--- src/rtl/circle_pkg.sv ---
// Shared types and helpers for the circle engine and related framebuffer drawers.
package circle_pkg;

  typedef enum logic [1:0] {StIdle, StInit, StPlot, StDone} state_t;

  typedef logic [2:0] oct_t;

  localparam int ScreenWDefault = 160;
  localparam int ScreenHDefault = 120;

  // Signed coordinate width wide enough that centre +/- radius never wraps.
  function automatic int coord_w(input int xw, input int yw, input int rw);
    int m;
    m = (xw > yw) ? xw : yw;
    if (rw > m) m = rw;
    return m + 2;
  endfunction

  function automatic logic in_screen(input int x, input int y, input int w, input int h);
    return (x >= 0) && (x < w) && (y >= 0) && (y < h);
  endfunction

endpackage

--- src/rtl/circle_octant_mux.sv ---
// Combinational octant selector: maps (cx, cy, ox, oy, oct) to a candidate pixel and clip flag.
module circle_octant_mux
  import circle_pkg::*;
#(
  parameter int SCREEN_W = ScreenWDefault,
  parameter int SCREEN_H = ScreenHDefault,
  parameter int X_W      = 8,
  parameter int Y_W      = 7,
  parameter int RADIUS_W = 8,
  localparam int CW      = coord_w(X_W, Y_W, RADIUS_W)
) (
  input  logic [X_W-1:0]       cx,
  input  logic [Y_W-1:0]       cy,
  input  logic signed [CW-1:0] ox,
  input  logic signed [CW-1:0] oy,
  input  oct_t                 oct,
  output logic [X_W-1:0]       px,
  output logic [Y_W-1:0]       py,
  output logic                 in_bounds
);

  logic signed [CW-1:0] cx_s, cy_s, x, y;

  assign cx_s = signed'(CW'(cx));
  assign cy_s = signed'(CW'(cy));

  always_comb begin
    x = cx_s;
    y = cy_s;
    case (oct)
      3'd0: begin x = cx_s + ox; y = cy_s + oy; end
      3'd1: begin x = cx_s + oy; y = cy_s + ox; end
      3'd2: begin x = cx_s - ox; y = cy_s + oy; end
      3'd3: begin x = cx_s - oy; y = cy_s + ox; end
      3'd4: begin x = cx_s - ox; y = cy_s - oy; end
      3'd5: begin x = cx_s - oy; y = cy_s - ox; end
      3'd6: begin x = cx_s + ox; y = cy_s - oy; end
      3'd7: begin x = cx_s + oy; y = cy_s - ox; end
      default: ;
    endcase
  end

  assign px        = x[X_W-1:0];
  assign py        = y[Y_W-1:0];
  assign in_bounds = in_screen(int'(x), int'(y), SCREEN_W, SCREEN_H);

endmodule

--- src/rtl/circle_engine.sv ---
// Midpoint circle drawer with start/done handshake, one pixel per cycle to the VGA adaptor.
// Define CIRCLE_FILL_EN to draw a filled disc as horizontal spans instead of the outline.
module circle_engine
  import circle_pkg::*;
#(
  parameter int SCREEN_W = ScreenWDefault,
  parameter int SCREEN_H = ScreenHDefault,
  parameter int X_W      = 8,
  parameter int Y_W      = 7,
  parameter int COLOUR_W = 3,
  parameter int RADIUS_W = 8
) (
  input  logic                clk,
  input  logic                rst_n,
  input  logic                start,
  input  logic [X_W-1:0]      centre_x,
  input  logic [Y_W-1:0]      centre_y,
  input  logic [RADIUS_W-1:0] radius,
  input  logic [COLOUR_W-1:0] colour,
  output logic                done,
  output logic [X_W-1:0]      vga_x,
  output logic [Y_W-1:0]      vga_y,
  output logic [COLOUR_W-1:0] vga_colour,
  output logic                vga_plot
);

  localparam int CW     = coord_w(X_W, Y_W, RADIUS_W);
  localparam int CRIT_W = RADIUS_W + 3;

  state_t state_q, state_d;
  logic [X_W-1:0]      cx_q, cx_d;
  logic [Y_W-1:0]      cy_q, cy_d;
  logic [RADIUS_W-1:0] radius_q, radius_d;
  logic [COLOUR_W-1:0] colour_q, colour_d;
  logic signed [CW-1:0]     ox_q, ox_d, oy_q, oy_d;
  logic signed [CRIT_W-1:0] crit_q, crit_d;
  oct_t                oct_q, oct_d;
  logic [X_W-1:0]      last_x_q;
  logic [Y_W-1:0]      last_y_q;

  // Midpoint step, evaluated every cycle and committed only at the end of an iteration.
  logic signed [CW-1:0]     oy_n, ox_n, r_ext;
  logic signed [CRIT_W-1:0] crit_inc, crit_n;
  logic                     crit_le0, last_iter;

  always_comb begin
    r_ext    = signed'(CW'(radius_q));
    crit_le0 = crit_q[CRIT_W-1] || (crit_q == '0);
    oy_n     = oy_q + CW'(1);
    ox_n     = crit_le0 ? ox_q : ox_q - CW'(1);
    crit_inc = crit_le0 ? CRIT_W'(oy_n) : CRIT_W'(oy_n - ox_n);
    crit_n   = crit_q + (crit_inc <<< 1) + CRIT_W'(1);
    last_iter = oy_n > ox_n;
  end

  logic signed [CW-1:0] mux_ox, mux_oy;
  oct_t                 mux_oct;
  logic [X_W-1:0]       px;
  logic [Y_W-1:0]       py;
  logic                 in_bounds;

`ifdef CIRCLE_FILL_EN
  // dx_q walks the span as an offset from cx; oct_q numbers the four spans.
  logic signed [CW-1:0] dx_q, dx_d, half;

  always_comb begin
    half    = oct_q[1] ? oy_q : ox_q;
    mux_ox  = dx_q;
    mux_oct = 3'd0;
    case (oct_q[1:0])
      2'd0:    mux_oy = oy_q;
      2'd1:    mux_oy = -oy_q;
      2'd2:    mux_oy = ox_q;
      default: mux_oy = -ox_q;
    endcase
  end
`else
  always_comb begin
    mux_ox  = ox_q;
    mux_oy  = oy_q;
    mux_oct = oct_q;
  end
`endif

  circle_octant_mux #(
    .SCREEN_W (SCREEN_W),
    .SCREEN_H (SCREEN_H),
    .X_W      (X_W),
    .Y_W      (Y_W),
    .RADIUS_W (RADIUS_W)
  ) u_octant_mux (
    .cx        (cx_q),
    .cy        (cy_q),
    .ox        (mux_ox),
    .oy        (mux_oy),
    .oct       (mux_oct),
    .px        (px),
    .py        (py),
    .in_bounds (in_bounds)
  );

  always_comb begin
    state_d  = state_q;
    cx_d     = cx_q;
    cy_d     = cy_q;
    radius_d = radius_q;
    colour_d = colour_q;
    ox_d     = ox_q;
    oy_d     = oy_q;
    crit_d   = crit_q;
    oct_d    = oct_q;
`ifdef CIRCLE_FILL_EN
    dx_d     = dx_q;
`endif
    unique case (state_q)
      StIdle: begin
        if (start) begin
          cx_d     = centre_x;
          cy_d     = centre_y;
          radius_d = radius;
          colour_d = colour;
          state_d  = StInit;
        end
      end
      StInit: begin
        ox_d    = r_ext;
        oy_d    = '0;
        crit_d  = CRIT_W'(1) - CRIT_W'(r_ext);
        oct_d   = '0;
`ifdef CIRCLE_FILL_EN
        dx_d    = -r_ext;
`endif
        state_d = StPlot;
      end
      StPlot: begin
`ifdef CIRCLE_FILL_EN
        if (dx_q != half) begin
          dx_d = dx_q + CW'(1);
        end else if (oct_q != 3'd3) begin
          oct_d = oct_q + 3'd1;
          dx_d  = (oct_q == 3'd0) ? -ox_q : -oy_q;
        end else begin
          ox_d    = ox_n;
          oy_d    = oy_n;
          crit_d  = crit_n;
          oct_d   = '0;
          dx_d    = -ox_n;
          state_d = last_iter ? StDone : StPlot;
        end
`else
        if (oct_q == 3'd7) begin
          ox_d    = ox_n;
          oy_d    = oy_n;
          crit_d  = crit_n;
          oct_d   = '0;
          state_d = last_iter ? StDone : StPlot;
        end else begin
          oct_d = oct_q + 3'd1;
        end
`endif
      end
      StDone: begin
        if (!start) state_d = StIdle;
      end
      default: state_d = StIdle;
    endcase
  end

  always_ff @(posedge clk or negedge rst_n) begin
    if (!rst_n) begin
      state_q  <= StIdle;
      cx_q     <= '0;
      cy_q     <= '0;
      radius_q <= '0;
      colour_q <= '0;
      ox_q     <= '0;
      oy_q     <= '0;
      crit_q   <= '0;
      oct_q    <= '0;
      last_x_q <= '0;
      last_y_q <= '0;
`ifdef CIRCLE_FILL_EN
      dx_q     <= '0;
`endif
    end else begin
      state_q  <= state_d;
      cx_q     <= cx_d;
      cy_q     <= cy_d;
      radius_q <= radius_d;
      colour_q <= colour_d;
      ox_q     <= ox_d;
      oy_q     <= oy_d;
      crit_q   <= crit_d;
      oct_q    <= oct_d;
`ifdef CIRCLE_FILL_EN
      dx_q     <= dx_d;
`endif
      if (state_q == StPlot) begin
        last_x_q <= px;
        last_y_q <= py;
      end
    end
  end

  // Outside PLOT the coordinates hold the last candidate so the adaptor bus stays quiet.
  always_comb begin
    vga_plot   = (state_q == StPlot) && in_bounds;
    vga_x      = (state_q == StPlot) ? px : last_x_q;
    vga_y      = (state_q == StPlot) ? py : last_y_q;
    vga_colour = colour_q;
    done       = (state_q == StDone);
  end

endmodule

--- config.mk ---
export PLATFORM = sky130hd
export DESIGN_NAME = circle_engine
export DESIGN_NICKNAME = d
export VERILOG_FILES = /design/src/rtl/circle_pkg.sv /design/src/rtl/circle_octant_mux.sv /design/src/rtl/circle_engine.sv
export SDC_FILE = /design/constraint.sdc
export NUM_CORES = 1
export LEC_CHECK = 0
export CAP_MARGIN = 20
export CORE_AREA = 2 2 110 112
export CTS_CLUSTER_SIZE = 28
export DETAILED_ROUTE_END_ITERATION = 12
export DIE_AREA = 0 0 112 114
export MAX_ROUTING_LAYER = met4
export PLACE_DENSITY = 0.75
export SKIP_CTS_REPAIR_TIMING = 1
export SLEW_MARGIN = 20
export SYNTH_ARGS = -nofsm -noshare
export SYNTH_HDL_FRONTEND = slang
export SYNTH_SLANG_ARGS = --single-unit
--- constraint.sdc ---
create_clock -name clk -period 5.4 [get_ports clk]
set_input_delay 1.08 -clock clk [delete_from_list [all_inputs] [get_ports clk]]
set_output_delay 1.08 -clock clk [all_outputs]
set_load 0.005 [all_outputs]
==> out/results.txt <==
The logs give 827 for the synthesized netlist net count and 461 uV for the worst supply voltage drop on vdd. The number of cells on the worst reg-to-reg path was 18. A synthesized cell averages 8.37 sq um. Fraction of registers with async set/reset: 100%.

The most used flip-flop cell after synthesis is sky130_fd_sc_hd__dfrtp_1. The combined area of all synthesized cells was 0.00624 sq mm; the number of nets at the end of the flow was 897. Share of the cycle needed by the critical path after routing: 96.4%. Global routing used 30.1% of the available tracks across all layers.

Global routing finished with a remaining overflow of 0. For the hold violation count in the final report, the log shows 0. The post-CTS clock slew at the launch and capture registers of the worst setup and hold paths was 60 ps; the worst slack after detailed placement was -7.22 ps. Dividing the detail-routed wire length by the instance count gives 18.9 um. The number of instances on the worst hold path works out to 1.

Setup violations remaining at the end of the flow were counted as 0. In this run the critical register-to-register path is captured at crit_q[10]$_DFFE_PN0P_. The cell family contributing the most delay on the critical path was compound AO/OA/AOI/OAI gates. The tools report the worst hold path endpoint as last_x_q[2]$_DFF_PN0_. The final core utilization was 64.3%. The die is 112 um wide. Net switching is 44.2% of the power.

Starting density of the core: 53.3%. The first global-routing pass estimated 29.3 mm of wire. In this run the remaining antenna-violating nets after routing total 0. Sequential cells burn 20.0% of the power. The max-cap violation count is 0. Derived from the worst setup path, the maximum achievable clock frequency is 192 MHz.

Across all setup checks in the final design, the least slack found is 192 ps. Tracing the worst setup path back leads to its startpoint at mux_oct[0]$_DFFE_PN0P_. Headroom to the max-slew limit came out at 43.8%. The post-route netlist has 17.5% of its cells at a drive strength greater than 1. The run gives 18.3 mm as the total detailed-routing wirelength. Clock sink count: 77. Clock latency on the worst-skew pair, taken at its later pin, is 350 ps. In the post-synthesis netlist, the biggest area contributors are sky130_fd_sc_hd__dfrtp_1, sky130_fd_sc_hd__ha_1, sky130_fd_sc_hd__mux2_2. Across the routed clock network, the largest skew measured is 11.2 ps. The tree is rooted in a sky130_fd_sc_hd__clkbuf_16. Entering global routing, the biggest net connects 78 pins.

The H-tree level count came out at 3. The kind of path behind the tightest hold check is register to register. In the synthesized netlist, the number of instances is 746.

Count of flip-flops with a built-in enable after synthesis: 0. The logs give 0 for the number of warnings issued by yosys and 0.0117 sq mm for the core box area. The sum of negative setup slack was 0 ps.

By startpoint and endpoint, the worst setup path is classified as register to output pin. The tools report the critical path required time as 4320 ps. The critical path contains buffers and inverters numbering 3 combined. Compared with the post-synthesis result, the final layout area differs by 20.6%.

The die covers 0.0128 sq mm. The clock network burns 12.9% of the power. Using the TritonRoute via totals, the vias-per-cell ratio works out to 6.07.

The startpoint identified for the worst register-to-register timing path is crit_q[0]$_DFFE_PN0P_. The count of pins over their slew limit was 0; the via count of the first global-routing pass was 5648. The number of standard cells in the layout, taps in and fillers out was 968. The worst setup path is captured at an output pin.

Sequential elements use 30.9% of the synthesized area. The internal power of the cells totals 2950 uW. The number of placed instances, taps included, is 949. The run gives 0.00330 uW as the total leakage power. Detailed router's first-iteration violation count: 565.

Number of buffers created by CTS: 9. Post-detailed-placement half-perimeter wirelength: 13.6 mm. The proportion of power drawn by combinational gates came out at 67.1%. The clock passes through at most 2 buffers. The total via count after detailed routing was 5878. The library cell used most frequently in the layout, excluding fill and tap cells, is sky130_fd_sc_hd__dfrtp_1. The initial antenna violation count came out at 0. The number of storage elements in the synthesis netlist is 77, and the total number of placement rows is 40. The first detailed-routing pass ran for 5 iterations. The endpoint arrival time on the critical path is 4130 ps. The top cell types in the final layout, fill and taps aside, are sky130_fd_sc_hd__dfrtp_1, sky130_fd_sc_hd__nor2_1, sky130_fd_sc_hd__nand2_1.

For the pin with the worst max-slew slack, the measured transition is 822 ps. After layout, the design draws a total of 5280 uW. At the end of routability-driven placement, the weighted congestion stood at 0.951. The share of the synthesized area in the top cell type came out at 30.9%. The largest individual stage delay along the critical path comes from the cell sky130_fd_sc_hd__dfrtp_1. Yosys mapped the design onto 62 distinct sky130hd cell types.

In this run the most critical hold path is launched from last_x_q[2]$_DFF_PN0_. The largest area contributor in the synthesized netlist is sky130_fd_sc_hd__dfrtp_1. The number of input and output port buffers inserted is 48. The die is 114 um tall. For this design the top-level I/O count stands at 49. The element type at the critical path start was a register.

Ratio of total power to cell area: 701 mW/mm^2. For the DRC violation count after routing, the log shows 0. In this run the register-to-register setup slack is 780 ps. The final period demand of the worst path is 5210 ps, and the largest stage delay on the critical path is 390 ps. The net switching power figure was 2330 uW.

The total inserted antenna cells is 0. TritonCTS built the clock tree. The maximum fanout count along the critical path works out to 4. The run finished with clean final reports. Walking the worst path, the cells encountered are inv_1 > ha_1 > mux2_2 > nand2b_1 > or2_2 > nand4_1 > inv_1 > fa_2 > nor2b_1 > o21ai_1 > a21boi_1 > o21ai_1 > a21bo_2 > a31o_2 > a211o_1 > nor4b_2 > buf_2.
==> Yosys cell counts (all sizes together), types with 6 or more instances <==
| cell | instances |
|---|---|
| dfrtp | 77 |
| nor2 | 74 |
| o21ai | 73 |
| nand2 | 68 |
| a21oi | 61 |
| ha | 49 |
| clkbuf | 40 |
| mux2 | 40 |
| inv | 31 |
| xnor2 | 30 |
| nor3 | 20 |
| xor2 | 20 |
| nand3 | 19 |
| a21o | 9 |
| a22oi | 9 |
| or2 | 8 |
| or3 | 7 |
| a221oi | 6 |
| mux2i | 6 |
| nor4 | 6 |
==> sequential cells by signal, indices dropped and copies added (netlist names), 7 cells and up <==
name      count
crit_q       11
cx_q          8
radius_q      8
mux_oy       10
last_y_q      7
last_x_q      8
cy_q          7
mux_ox       10
==> worst reg2reg max path: cells and delay by family, from the launching register on <==
family,cells,cell delay [ps]
compound gates,9,1880
xor+xnor,4,780
fa+ha+maj,2,710
flops,1,440
simple gates,3,680
==> cells by family (layout without fill, tap and decap cells) <==
group | Yosys count | in the layout | synth area share [%]
buffers and inverters | 75 | 150 | 4.63
DFF | 77 | 77 | 30.9
muxes | 46 | 46 | 8.18
AOI/OAI and AO/OA | 212 | 212 | 20.8
xor gates and xnor gates | 50 | 50 | 7.02
and+or+nand+nor | 233 | 233 | 17.5
adders and majority gates | 53 | 53 | 10.9
==> through the flow <==
| step | instance area, sq um | hold WS (ps) |
|---|---|---|
| floorplan | 6240 | 472 |
| global placement | 7130 | 478 |
| detailed placement | 7130 | 485 |
| CTS | 7460 | 501 |
| global route | 7530 | 511 |
| finish | 7530 | 497 |
==> final cells by class <==
class	count	area, sq um
flip-flops and latches	77	1930
fillers	987	4180
clock inverters	7	105
multi-input cells	594	4070
inverters	31	116
repair buffers	103	898
well taps	147	184
clock buffers	9	225
==> power by group through the flow <==
stage / Sequential (uW) / Clock, uW / Combinational [uW]
after global placement: 1050 / 0 / 3340
after floorplan: 947 / 0 / 2290
after detailed placement: 1060 / 0 / 3410
after CTS: 1050 / 689 / 3470
final: 1050 / 680 / 3540
after global routing: 1090 / 716 / 3900
==> how the worst max path moves through the flow <==
stage | endpoint | cells after the start
floorplan | vga_plot | 17
global placement | vga_plot | 17
detailed placement | vga_plot | 17
CTS | vga_plot | 16
global route | vga_plot | 17
finish | vga_plot | 17
==> layer usage <==
layer  GRT usage [%]  share of wire [%]
met5               -                  0
met4            10.0                2.5
met3            5.10                6.2
met2            47.4                 46
met1            40.0                 45
Note: power is estimated with default switching activity, not from simulation.
